### src/rtl/jogo_sequencia_param_if.sv
// ----------------------------------------------------------------------------
// jogo_sequencia_param_if
//
// Signal bundle between the sequence-memory game controller and the board
// (switches, LEDs, debug displays).
//
// Parameters:
//   N      number of switches / width of a sequence entry
//   DEPTH  maximum sequence length (AW = address width derived from it)
//
// Signals:
//   iniciar      board -> game  start / restart request (level)
//   modo         board -> game  0 = fixed length, 1 = progressive rounds
//   chaves       board -> game  player switches, N bits
//   acertou      game -> board  game won
//   errou        game -> board  wrong play
//   timeout      game -> board  play not made in time
//   pronto       game -> board  game finished, any outcome
//   leds         game -> board  last registered play, N bits
//   db_estado    game -> board  state code, 4 bits
//   db_contagem  game -> board  current address within the round, AW bits
//   db_rodada    game -> board  current round limit, AW bits
//   db_jogada    game -> board  one-cycle play-detect pulse
//
// Modports:
//   master  board / testbench side
//   slave   game controller side
// ----------------------------------------------------------------------------
interface jogo_sequencia_param_if #(
    parameter int N     = 4,
    parameter int DEPTH = 16
);
    localparam int AW = (DEPTH > 1) ? $clog2(DEPTH) : 1;

    logic          iniciar;
    logic          modo;
    logic [N-1:0]  chaves;
    logic          acertou;
    logic          errou;
    logic          timeout;
    logic          pronto;
    logic [N-1:0]  leds;
    logic [3:0]    db_estado;
    logic [AW-1:0] db_contagem;
    logic [AW-1:0] db_rodada;
    logic          db_jogada;

    modport master (
        output iniciar,
        output modo,
        output chaves,
        input  acertou,
        input  errou,
        input  timeout,
        input  pronto,
        input  leds,
        input  db_estado,
        input  db_contagem,
        input  db_rodada,
        input  db_jogada
    );

    modport slave (
        input  iniciar,
        input  modo,
        input  chaves,
        output acertou,
        output errou,
        output timeout,
        output pronto,
        output leds,
        output db_estado,
        output db_contagem,
        output db_rodada,
        output db_jogada
    );
endinterface

### src/rtl/jogo_sequencia_param.sv
// ----------------------------------------------------------------------------
// jogo_sequencia_param
//
// Parametrised sequence-memory game controller. The player reproduces a
// stored sequence of one-hot patterns on N switches, either the whole
// sequence at once (fixed mode) or in growing rounds (progressive mode).
// Entry i of the built-in sequence is 1 << (i mod N).
//
// Parameters:
//   N               number of switches / entry width       (default 4)
//   DEPTH           maximum sequence length                (default 16)
//   TIMEOUT_CYCLES  cycles allowed per play in espera      (default 3000)
//
// Ports:
//   clock   rising-edge clock
//   reset   asynchronous, active-low; clears all state immediately
//   bus     jogo_sequencia_param_if.slave (iniciar, modo, chaves in;
//           acertou, errou, timeout, pronto, leds, db_* out)
//
// Configuration macro:
//   JOGO_TIMEOUT_EN  defined: per-play timer, fim_timeout state and timeout
//                    output are built. Undefined: espera waits forever and
//                    timeout is tied to 0.
//
// State codes on db_estado: inicial 0, preparacao 1, espera 2, compara 4,
// proximo 5, proxima_rodada 6, fim_acertou A, fim_timeout D, fim_errou E.
// ----------------------------------------------------------------------------
module jogo_sequencia_param #(
    parameter int N              = 4,
    parameter int DEPTH          = 16,
    parameter int TIMEOUT_CYCLES = 3000
) (
    input logic                   clock,
    input logic                   reset,
    jogo_sequencia_param_if.slave bus
);
    localparam int AW = (DEPTH > 1) ? $clog2(DEPTH) : 1;
    localparam logic [AW-1:0] LAST = AW'(DEPTH - 1);

    if (N < 1 || DEPTH < 2 || TIMEOUT_CYCLES < 1) begin : g_bad_params
        $error("jogo_sequencia_param: needs N >= 1, DEPTH >= 2, TIMEOUT_CYCLES >= 1");
    end

    typedef enum logic [3:0] {
        inicial        = 4'h0,
        preparacao     = 4'h1,
        espera         = 4'h2,
        compara        = 4'h4,
        proximo        = 4'h5,
        proxima_rodada = 4'h6,
        fim_acertou    = 4'hA,
        fim_timeout    = 4'hD,
        fim_errou      = 4'hE
    } estado_t;

    estado_t       estado;
    estado_t       estado_next;

    logic [N-1:0]  chaves_d;
    logic [N-1:0]  leds;
    logic [AW-1:0] contagem;
    logic [AW-1:0] rodada;
    logic [N-1:0]  mem_dado;
    logic          jogada;

    // Built-in sequence: a walking one that wraps every N entries.
    function automatic logic [N-1:0] rom_entry(input logic [AW-1:0] addr);
        logic [N-1:0] one;
        int unsigned  idx;
        one    = '0;
        one[0] = 1'b1;
        idx    = 32'(addr) % 32'(N);
        return one << idx;
    endfunction

    assign mem_dado = rom_entry(contagem);

    // Rising edge of "any switch on": holding switches yields a single play,
    // and all switches must drop to 0 before the next play can register.
    assign jogada = (|bus.chaves) & ~(|chaves_d);

`ifdef JOGO_TIMEOUT_EN
    localparam int TW = (TIMEOUT_CYCLES > 1) ? $clog2(TIMEOUT_CYCLES + 1) : 1;
    localparam logic [TW-1:0] TIMER_LAST = TW'(TIMEOUT_CYCLES - 1);

    logic [TW-1:0] timer;

    always_ff @(posedge clock or negedge reset) begin
        if (!reset) begin
            timer <= '0;
        end else begin
            case (estado)
                preparacao,
                proximo,
                proxima_rodada: timer <= '0;
                espera:         timer <= timer + 1'b1;
                default:        timer <= timer;
            endcase
        end
    end
`endif

    // State register
    always_ff @(posedge clock or negedge reset) begin
        if (!reset) begin
            estado <= inicial;
        end else begin
            estado <= estado_next;
        end
    end

    // Next-state logic
    always_comb begin
        estado_next = estado;
        case (estado)
            inicial: begin
                if (bus.iniciar) estado_next = preparacao;
            end
            preparacao: begin
                estado_next = espera;
            end
            espera: begin
                // A play arriving in the same cycle as the timer limit wins.
                if (jogada) begin
                    estado_next = compara;
                end
`ifdef JOGO_TIMEOUT_EN
                else if (timer == TIMER_LAST) begin
                    estado_next = fim_timeout;
                end
`endif
            end
            compara: begin
                if (leds != mem_dado) begin
                    estado_next = fim_errou;
                end else if (contagem < rodada) begin
                    estado_next = proximo;
                end else if (rodada < LAST) begin
                    estado_next = proxima_rodada;
                end else begin
                    estado_next = fim_acertou;
                end
            end
            proximo,
            proxima_rodada: begin
                estado_next = espera;
            end
            fim_acertou,
            fim_errou,
            fim_timeout: begin
                if (bus.iniciar) estado_next = preparacao;
            end
            default: begin
                estado_next = inicial;
            end
        endcase
    end

    // Datapath registers. contagem only advances while below rodada, and
    // rodada only while below LAST, so neither can wrap.
    always_ff @(posedge clock or negedge reset) begin
        if (!reset) begin
            chaves_d <= '0;
            leds     <= '0;
            contagem <= '0;
            rodada   <= '0;
        end else begin
            chaves_d <= bus.chaves;
            case (estado)
                preparacao: begin
                    contagem <= '0;
                    leds     <= '0;
                    rodada   <= bus.modo ? '0 : LAST;
                end
                espera: begin
                    if (jogada) leds <= bus.chaves;
                end
                proximo: begin
                    contagem <= contagem + 1'b1;
                end
                proxima_rodada: begin
                    rodada   <= rodada + 1'b1;
                    contagem <= '0;
                end
                default: begin
                end
            endcase
        end
    end

    // Moore outputs
    assign bus.acertou     = (estado == fim_acertou);
    assign bus.errou       = (estado == fim_errou);
`ifdef JOGO_TIMEOUT_EN
    assign bus.timeout     = (estado == fim_timeout);
`else
    assign bus.timeout     = 1'b0;
`endif
    assign bus.pronto      = (estado == fim_acertou) || (estado == fim_errou) ||
                             (estado == fim_timeout);
    assign bus.leds        = leds;
    assign bus.db_estado   = estado;
    assign bus.db_contagem = contagem;
    assign bus.db_rodada   = rodada;
    assign bus.db_jogada   = jogada;

endmodule

### src/flat_wrapper.sv
// flat-port wrapper written by rule: the top's interface ports become plain ports
module jogo_sequencia_param_flat 
#(
    parameter int N              = 4,
    parameter int DEPTH          = 16,
    parameter int TIMEOUT_CYCLES = 3000
)
  (clock, reset, bus_iniciar, bus_modo, bus_chaves, bus_acertou, bus_errou, bus_timeout, bus_pronto, bus_leds, bus_db_estado, bus_db_contagem, bus_db_rodada, bus_db_jogada);
  jogo_sequencia_param_if #(.N(N), .DEPTH(DEPTH)) bus_i ();
  input logic clock;
  input logic reset;
  input wire logic [$bits(bus_i.iniciar)-1:0] bus_iniciar;
  input wire logic [$bits(bus_i.modo)-1:0] bus_modo;
  input wire logic [$bits(bus_i.chaves)-1:0] bus_chaves;
  output wire logic [$bits(bus_i.acertou)-1:0] bus_acertou;
  output wire logic [$bits(bus_i.errou)-1:0] bus_errou;
  output wire logic [$bits(bus_i.timeout)-1:0] bus_timeout;
  output wire logic [$bits(bus_i.pronto)-1:0] bus_pronto;
  output wire logic [$bits(bus_i.leds)-1:0] bus_leds;
  output wire logic [$bits(bus_i.db_estado)-1:0] bus_db_estado;
  output wire logic [$bits(bus_i.db_contagem)-1:0] bus_db_contagem;
  output wire logic [$bits(bus_i.db_rodada)-1:0] bus_db_rodada;
  output wire logic [$bits(bus_i.db_jogada)-1:0] bus_db_jogada;
  assign bus_i.iniciar = bus_iniciar;
  assign bus_i.modo = bus_modo;
  assign bus_i.chaves = bus_chaves;
  assign bus_acertou = bus_i.acertou;
  assign bus_errou = bus_i.errou;
  assign bus_timeout = bus_i.timeout;
  assign bus_pronto = bus_i.pronto;
  assign bus_leds = bus_i.leds;
  assign bus_db_estado = bus_i.db_estado;
  assign bus_db_contagem = bus_i.db_contagem;
  assign bus_db_rodada = bus_i.db_rodada;
  assign bus_db_jogada = bus_i.db_jogada;
  jogo_sequencia_param #(.N(N), .DEPTH(DEPTH), .TIMEOUT_CYCLES(TIMEOUT_CYCLES)) u_core (.clock(clock), .reset(reset), .bus(bus_i));
endmodule
### config.mk
export PLATFORM = sky130hd
export DESIGN_NAME = jogo_sequencia_param_flat
export DESIGN_NICKNAME = d
export VERILOG_FILES = /design/src/rtl/jogo_sequencia_param_if.sv /design/src/rtl/jogo_sequencia_param.sv /design/src/flat_wrapper.sv
export SDC_FILE = /design/constraint.sdc
export NUM_CORES = 1
export LEC_CHECK = 0
export BUFFER_PORTS_ARGS = -buffer_cell sky130_fd_sc_hd__buf_2
export CAP_MARGIN = 20
export CORE_MARGIN = 2
export CORE_UTILIZATION = 45
export CTS_BUF_LIST = sky130_fd_sc_hd__clkbuf_8
export DETAILED_ROUTE_END_ITERATION = 10
export PLACE_DENSITY = 0.65
export SYNTH_ARGS = -nofsm -noshare
export SYNTH_HDL_FRONTEND = slang
export SYNTH_SLANG_ARGS = --single-unit
### constraint.sdc
create_clock -name clock -period 4.7 [get_ports clock]
set_input_delay 0.94 -clock clock [delete_from_list [all_inputs] [get_ports clock]]
set_output_delay 0.94 -clock clock [all_outputs]
set_load 0.01 [all_outputs]
==> results of run 1 <==
[sequential cells by signal (all words and copies together) (netlist names)]
register                cells
u_core.bus.db_rodada        4
u_core.bus.leds             4
u_core.bus.db_estado        4
u_core.bus.db_contagem      4
u_core.chaves_d             4
[report_power, final]
part	internal (mW)	total, mW	switching (mW)	leakage, nW
sequential	0.219	0.323	0.105	0.255
combinational	0.196	0.416	0.219	0.456
clock	0.0571	0.112	0.0554	0.0216
total	0.472	0.851	0.379	0.733
[worst min-delay path by stage]
stage / startpoint / to / slack [ns] / cells after the start
finish: u_core.bus.db_rodada[2] / u_core.bus.db_rodada[2] / 0.54 / 1
global route: u_core.bus.db_contagem[2] / u_core.bus.db_contagem[2] / 0.59 / 1
CTS: u_core.bus.db_rodada[2] / u_core.bus.db_rodada[2] / 0.55 / 1
detailed placement: u_core.bus.db_contagem[3] / u_core.bus.db_contagem[3] / 0.54 / 1
global placement: u_core.bus.db_contagem[3] / u_core.bus.db_contagem[3] / 0.53 / 1
floorplan: u_core.bus.db_contagem[2] / u_core.bus.db_contagem[2] / 0.56 / 1
[cells in the final DEF (no fill, tap or decap), types with 2 or more instances in the layout]
cell,count
inv_1,13
clkbuf_8,3
a21oi_1,10
nor3_1,3
ha_1,8
nor2b_1,3
a21o_1,2
o21ai_0,11
nand2_1,14
nand2b_1,5
o22ai_1,2
dfrtp_1,20
xnor2_1,4
mux2i_1,5
o211ai_1,4
nor2_1,6
buf_2,27
nor4_1,2
and3_1,2
[cell type report]
type / instances / area [sq um] / share of cell area [%]
Sequential cell: 20 / 500 / 34.0
Timing Repair Buffer: 27 / 135 / 9.18
Inverter: 13 / 48.8 / 3.32
Clock buffer: 3 / 41.3 / 2.81
Tap cell: 31 / 38.8 / 2.64
Multi-Input combinational cell: 102 / 707 / 48.0
[routing by layer]
| layer | track usage, % | up-vias | part of all wire, % |
|---|---|---|---|
| met1 | 23.9 | 516 | 45 |
| met4 | 6.98 | 0 | 1.2 |
| met2 | 29.1 | 30 | 48 |
| met5 | 0 | - | 0 |
| met3 | 4.54 | 4 | 5.3 |
| li1 | - | 544 | - |
[cells by family after synthesis]
group                      after synthesis
xor gates and xnor gates                 4
AOI/OAI and AO/OA                       39
buffers and inverters                   19
DFF                                     20
other                                    1
adders and majority gates                8
and+or+nand+nor                         45
muxes                                    5
[worst register-to-register path: cells and delay by family, from the launching register on]
| family | cells | cell delay, ns |
|---|---|---|
| AND/OR/NAND/NOR | 1 | 0.63 |
| AO/OA/AOI/OAI | 3 | 0.60 |
| flip-flops | 1 | 0.59 |
==> impl_metrics.tcl, run 1 <==
set metrics [dict create \
    status "completed" \
    finalHoldViolCount 0 \
    hold_buffers 0 \
    portBuffers 27 \
    drc 0 \
    rows 19 \
    clk_latency_ns 0.25 \
    htreeDepth 1 \
    critical_path.top_delay_family "compound AO/OA/AOI/OAI gates" \
    die_w_um 57.6 \
    worst_pin_slew_ns 0.600 \
    vdd_drop_max_uv 319 \
    crit_chain "buf_2, o41ai_1, inv_1, buf_2" \
    reg2reg_to "u_core.bus.db_estado[0]" \
    nFillCells 257 \
    drt_first_pass_iters 4 \
    synthArstFlopShare_pct 100 \
    synth_edf_count 0 \
    antenna_found_initial 0 \
    synth_top_family_by_area "compound AO/OA/AOI/OAI gates" \
    ant_nets 0 \
    fin_cells 196 \
    synth.most_common_cell "dfrtp_1" \
    dp.cells 193 \
    r2r_slack_ns 2.77 \
    cts-root-buf "clkbuf_8" \
    place_hpwl_um 2090 \
    path_clk_slew_ns 0.07 \
    total_power_uw 851 \
    post_cts_buffers 0 \
    synth_top_area_share_pct 38.7 \
    synthesis.instances 141 \
    cts_sinks 20 \
    die-area_sq_mm 0.00332 \
    yosys.area_share.simple_pct 19.7 \
    worstPathArrival_ns 1.98 \
    cts_tree "done" \
    synth_area_sq_mm 0.00129 \
    leakagePower_nw 0.733 \
    start_kind "primary input" \
    routedWlPerCell_um 14.0 \
    post-route-cell-area_sq_mm 0.00147 \
    grt_pass1_wl_um 4600 \
    core_area_sq_mm 0.00273 \
    fp.dieH_um 57.6 \
    grt_setup_unrepaired "no" \
    grt.total_usage_pct 18.2 \
    wl_um 2740 \
    cts_buffer_depth 2 \
    grt_max_degree 21 \
    hold_ws_ns 0.543 \
    pre_cts_ws_ns 1.79 \
    r2r-start "u_core.bus.db_estado[1]" \
    hold_class "flop to flop" \
    slew_headroom_pct 59.5 \
    syn-num-nets 157 \
    synth_fa_ha_area_share_pct 7.74 \
    synth_common_cells "dfrtp_1, nand2_1, inv_1" \
    synth_seq_area_share_pct 38.7 \
    required_ns 3.76 \
    synthDistinctLibCells 42 \
    yosysTopAreaCell "dfrtp_1" \
    max_stage_delay_ns 0.61 \
    path_class "primary input to output port" \
    path_common_cell "buf_2" \
    synth_area_per_cell_sq_um 9.17 \
    crit_end "bus_db_jogada" \
    synth_xor_area_share_pct 2.71 \
    ioPinCount 29 \
    ctsResizeCount 0 \
    gr-total-overflow 0 \
    max_freq_ghz 0.343 \
    initial_core_util_pct 47.3 \
    cp-end-kind "output port" \
    setup_viol_count_final 0 \
    synth_seq_cells 20 \
    synth.area.mux_share_pct 3.87 \
    grt_pass1_vias 1027 \
    fin_nets 183 \
    critical-path-slowest-cell "o41ai_1" \
    period_needed_ns 2.92 \
    worst-path-buf-inv 3 \
    setup_ws_ns 1.78 \
    r2r_cells 4 \
    drive_gt1_share_pct 21.8 \
    crit_cells 4 \
    synth_ff_type "dfrtp_1" \
    period_share_pct 62.1 \
    tns_ns 0 \
    final_util_pct 53.8 \
    cap_violations 0 \
    cp-startpoint "bus_chaves[2]" \
    n_antenna_cell 0 \
    ys.warnings.count 0 \
    viasPerCell 5.58 \
    clock_skew_ns 0.000887 \
    drtIter0Drc 44 \
    gp_congestion 0.782 \
    cp_max_fo 3 \
    dpl_cell_area_sq_mm 0.00143 \
    synth_area_leaders "dfrtp_1, ha_1, o21ai_0" \
    num_vias 1094 \
    cts_made_buffers 3 \
    powerDensity_mw_per_mm2 579 \
    synth_compound_area_share_pct 20.3 \
    drv_slew 0 \
    area_delta_synth_final_pct 13.8 \
]
No activity file was read; power rests on OpenSTA's default activity.
==> run 2, diff against run 1 <==
==> constraint.sdc (replaced) <==
create_clock -name clock -period 2.8 [get_ports clock]
set_input_delay 0.56 -clock clock [delete_from_list [all_inputs] [get_ports clock]]
set_output_delay 0.56 -clock clock [all_outputs]
set_load 0.01 [all_outputs]
==> run 2 against run 1 <==
Effect of this change: die area stayed put; critical path type unchanged; hold slack got worse by 0.31 ns; routed wire length is 3.9% higher; via count increased by 1.9%; clock-buffer cell count is the same; clock power increased by 69%; non-clock buffer count stayed put; sequential cell count unchanged; setup slack lost 1.1 ns; total power rose by 69%; first-iteration DRC count shrank 32%; core utilization unchanged.
==> impl_metrics.tcl, run 2 (synthesis results as in run 1) <==
set metrics [dict create \
    finalHoldViolCount 0 \
    antenna_found_initial 0 \
    hold_buffers 0 \
    grt_max_degree 21 \
    start_kind "primary input" \
    grt_setup_unrepaired "no" \
    post_cts_buffers 0 \
    drive_gt1_share_pct 21.8 \
    status "completed" \
    drtIter0Drc 30 \
    required_ns 2.24 \
    clk_latency_ns 0.26 \
    hold_class "primary input to async pin" \
    ioPinCount 29 \
    viasPerCell 5.69 \
    cts-root-buf "clkbuf_8" \
    worst_pin_slew_ns 0.614 \
    drv_slew 0 \
    cts_buffer_depth 2 \
    drt_first_pass_iters 4 \
    worstPathArrival_ns 1.61 \
    met1Wirelength_um 1290 \
    leakagePower_nw 0.733 \
    gr-total-overflow 0 \
    powerDensity_mw_per_mm2 978 \
    cts_sinks 20 \
    initial_core_util_pct 47.3 \
    gp_congestion 0.778 \
    portBuffers 27 \
    path_class "primary input to output port" \
    num_vias 1115 \
    fp.dieH_um 57.6 \
    cp-end-kind "output port" \
    route.met3.wl_um 142 \
    total_power_mw 1.44 \
    nFillCells 264 \
    reg2reg_to "u_core.bus.db_estado[0]" \
    period_share_pct 77.4 \
    ant_nets 0 \
    core_area_sq_mm 0.00273 \
    grt_pass1_vias 1022 \
    rows 19 \
    slew_headroom_pct 58.5 \
    period_needed_ns 2.17 \
    ctsResizeCount 0 \
    final_cell_mix "buf_2, dfrtp_1, nand2_1" \
    n_antenna_cell 0 \
    r2r_slack_ns 0.87 \
    cp_max_fo 3 \
    layout_commonest_cell "buf_2" \
    routedWlPerCell_um 14.5 \
    setup_viol_count_final 0 \
    die_w_um 57.6 \
    final_util_pct 53.8 \
    r2r_cells 4 \
    met2_length_um 1370 \
    grt_pass1_wl_um 4740 \
    htreeDepth 1 \
    wl_um 2840 \
    r2r-start "u_core.bus.db_estado[1]" \
    fin_nets 183 \
    cap_violations 0 \
    drc 0 \
    die-area_sq_mm 0.00332 \
    highest_layer "met4" \
    grt.total_usage_pct 19.0 \
    fin_cells 196 \
    clock_skew_ns 0.00547 \
    area_delta_synth_final_pct 13.8 \
    path_clk_slew_ns 0.07 \
    max_freq_ghz 0.461 \
    tns_ns 0 \
    vdd_drop_max_uv 600 \
    place_hpwl_um 2170 \
    cts_tree "done" \
    cts_made_buffers 3 \
    dp.cells 193 \
]
[run 2: cell counts in the layout (fill, tap and decap cells not counted)]
No cell type changed its count.
[run 2: through the flow]
step | hold slack (ns) | setup slack [ns] | cell area (sq um)
floorplan | 0.264 | 1.05 | 1290
global placement | 0.525 | 0.701 | 1430
detailed placement | 0.533 | 0.653 | 1430
CTS | 0.251 | 0.643 | 1470
global route | 0.268 | 0.487 | 1470
finish | 0.231 | 0.632 | 1470
[run 2: layout make-up]
cell class	instances	area, sq um	area share, %
inverters	13	48.8	3.32
flip-flops and latches	20	500	34.0
multi-input cells	102	707	48.0
well taps	31	38.8	2.64
repair buffers	27	135	9.18
clock buffers	3	41.3	2.81
[run 2: worst max-delay path by stage]
stage / start / to / cells after the start
6_report: bus_chaves[2] / bus_db_jogada / 4
5_1_grt: u_core.bus.db_estado[1] / bus_pronto / 4
4_1_cts: bus_chaves[2] / bus_db_jogada / 4
3_5_place_dp: bus_chaves[2] / bus_db_jogada / 4
3_3_place_gp: bus_chaves[2] / bus_db_jogada / 4
2_1_floorplan: bus_chaves[2] / u_core.bus.leds[0] / 4
[run 2: per-layer routing]
layer | track usage [%] | vias to the layer above
met5 | 0 | -
met4 | 7.97 | 0
met1 | 24.7 | 531
li1 | - | 551
met2 | 30.8 | 28
met3 | 3.63 | 5
[run 2: critical path, cell delays in order]
cell and delay [ns]:
buf_2 0.11, o41ai_1 0.62, inv_1 0.14, buf_2 0.17
[run 2: report_power, final]
group / switching, mW / internal [mW] / leakage [nW]
Clock: 0.0928 / 0.0959 / 0.0216
Sequential: 0.179 / 0.367 / 0.255
Combinational: 0.372 / 0.332 / 0.456
==> run 3, diff against run 2 <==
==> constraint.sdc (replaced) <==
create_clock -name clock -period 2.1 [get_ports clock]
set_input_delay 0.42 -clock clock [delete_from_list [all_inputs] [get_ports clock]]
set_output_delay 0.42 -clock clock [all_outputs]
set_load 0.01 [all_outputs]
==> run 3 against run 2 <==
Effect of this change: register-to-register slack worse by 0.54 ns; critical path type is now flop to output port; core utilization is 1.4 points higher; highest routed layer unchanged; setup slack worse by 0.42 ns.
==> impl_metrics.tcl, run 3 (synthesis results as in run 1) <==
set metrics [dict create \
    ant_nets 0 \
    cts_sinks 20 \
    required_ns 1.68 \
    cp_max_fo 15 \
    gp_congestion 0.827 \
    ctsResizeCount 0 \
    fp.dieH_um 57.6 \
    period_share_pct 90.0 \
    grt_pass1_wl_um 4900 \
    post-route-cell-area_sq_mm 0.00151 \
    r2r_cells 4 \
    pre_cts_ws_ns 0.332 \
    worst_pin_slew_ns 0.587 \
    grt_setup_unrepaired "no" \
    routedWlPerCell_um 13.9 \
    wl_um 2790 \
    ioPinCount 29 \
    crit_chain "nor2b_1, nand2_1, a21boi_0, buf_2" \
    finalHoldViolCount 0 \
    hold_ws_ns 0.106 \
    reg2reg_to "u_core.bus.db_estado[0]" \
    drive_gt1_share_pct 24.1 \
    layout_commonest_cell "buf_2" \
    powerDensity_mw_per_mm2 1300 \
    viasPerCell 5.61 \
    cts_tree "done" \
    initial_core_util_pct 47.3 \
    max_freq_ghz 0.529 \
    n_antenna_cell 0 \
    start_kind "flop" \
    leakagePower_nw 0.757 \
    r2r_slack_ns 0.33 \
    hold_buffers 0 \
    rows 19 \
    drt_first_pass_iters 4 \
    clock_skew_ns 0.000533 \
    path_class "flop to output port" \
    final_cell_mix "buf_2, dfrtp_1, nand2_1" \
    cp-end-kind "output port" \
    core_area_sq_mm 0.00273 \
    vdd_drop_max_uv 758 \
    setup_viol_count_final 0 \
    grt_max_degree 21 \
    cap_violations 0 \
    fin_nets 188 \
    fin_cells 201 \
    slew_headroom_pct 60.7 \
    dpl_cell_area_sq_mm 0.00147 \
    gr-total-overflow 0 \
    path_clk_slew_ns 0.07 \
    hold_class "primary input to async pin" \
    num_vias 1128 \
    htreeDepth 1 \
    tns_ns 0 \
    period_needed_ns 1.89 \
    max_stage_delay_ns 0.57 \
    cts_buffer_depth 2 \
    drv_slew 0 \
    post_cts_buffers 0 \
    cts_made_buffers 3 \
    grt.total_usage_pct 19.3 \
    area_delta_synth_final_pct 16.7 \
    die_w_um 57.6 \
    worstPathArrival_ns 1.47 \
    status "completed" \
    grt_pass1_vias 1052 \
    drc 0 \
    place_hpwl_um 2210 \
    die-area_sq_mm 0.00332 \
    setup_ws_ns 0.209 \
    clk_latency_ns 0.25 \
    antenna_found_initial 0 \
    r2r-start "u_core.bus.db_estado[0]" \
    cts-root-buf "clkbuf_8" \
    dp.cells 198 \
    portBuffers 27 \
    drtIter0Drc 59 \
    critical-path-slowest-cell "dfrtp_1" \
]
## run 3: cell count changes in the layout (fill, tap and decap cells not counted)
cell / before / now
buf_4: 0 / 5
## run 3: layout make-up
class / instances / area [sq um]
Tap cell: 31 / 38.8
Clock buffer: 3 / 41.3
Inverter: 13 / 48.8
Multi-Input combinational cell: 102 / 707
Timing Repair Buffer: 32 / 173
Sequential cell: 20 / 500
Fill cell: 246 / 1220
## run 3: stage by stage
| stage | power (mW) | utilization [%] |
|---|---|---|
| 2_1_floorplan | 1.41 | - |
| 3_3_place_gp | 1.69 | 53.7 |
| 3_5_place_dp | 1.73 | 53.7 |
| 4_1_cts | 1.98 | 55.2 |
| 5_1_grt | 2.16 | 55.2 |
| 6_report | 1.96 | 55.2 |
## run 3: routing by layer
layer / up-vias / routed length [um] / track usage, %
met4: 0 / 40 / 6.98
met3: 5 / 186 / 2.72
met2: 38 / 1290 / 29.5
li1: 558 / - / -
met1: 527 / 1270 / 27.8
met5: - / 0 / 0
## run 3: worst max path at each step
stage / startpoint / end / slack, ns / cells after the start
3_3_place_gp: bus_chaves[2] / u_core.bus.leds[2] / 0.35 / 5
2_1_floorplan: u_core.bus.db_estado[1] / u_core.bus.db_estado[0] / 0.38 / 5
3_5_place_dp: u_core.bus.db_estado[0] / u_core.bus.db_estado[0] / 0.33 / 4
5_1_grt: u_core.bus.db_estado[0] / bus_pronto / 0.06 / 4
6_report: u_core.bus.db_estado[0] / bus_pronto / 0.21 / 4
4_1_cts: u_core.bus.db_estado[0] / bus_pronto / 0.20 / 4
## run 3: critical path: cells and delay by family, from the launching register on
kind            cells  cell delay, ns
flops               1            0.57
buf+inv             1            0.15
compound gates      1            0.16
simple gates        2            0.33
## run 3: power breakdown
| group | internal [mW] | switching (mW) | total [mW] |
|---|---|---|---|
| Clock | 0.128 | 0.116 | 0.243 |
| Sequential | 0.492 | 0.145 | 0.637 |
| Combinational | 0.481 | 0.595 | 1.08 |
| Total | 1.10 | 0.856 | 1.96 |
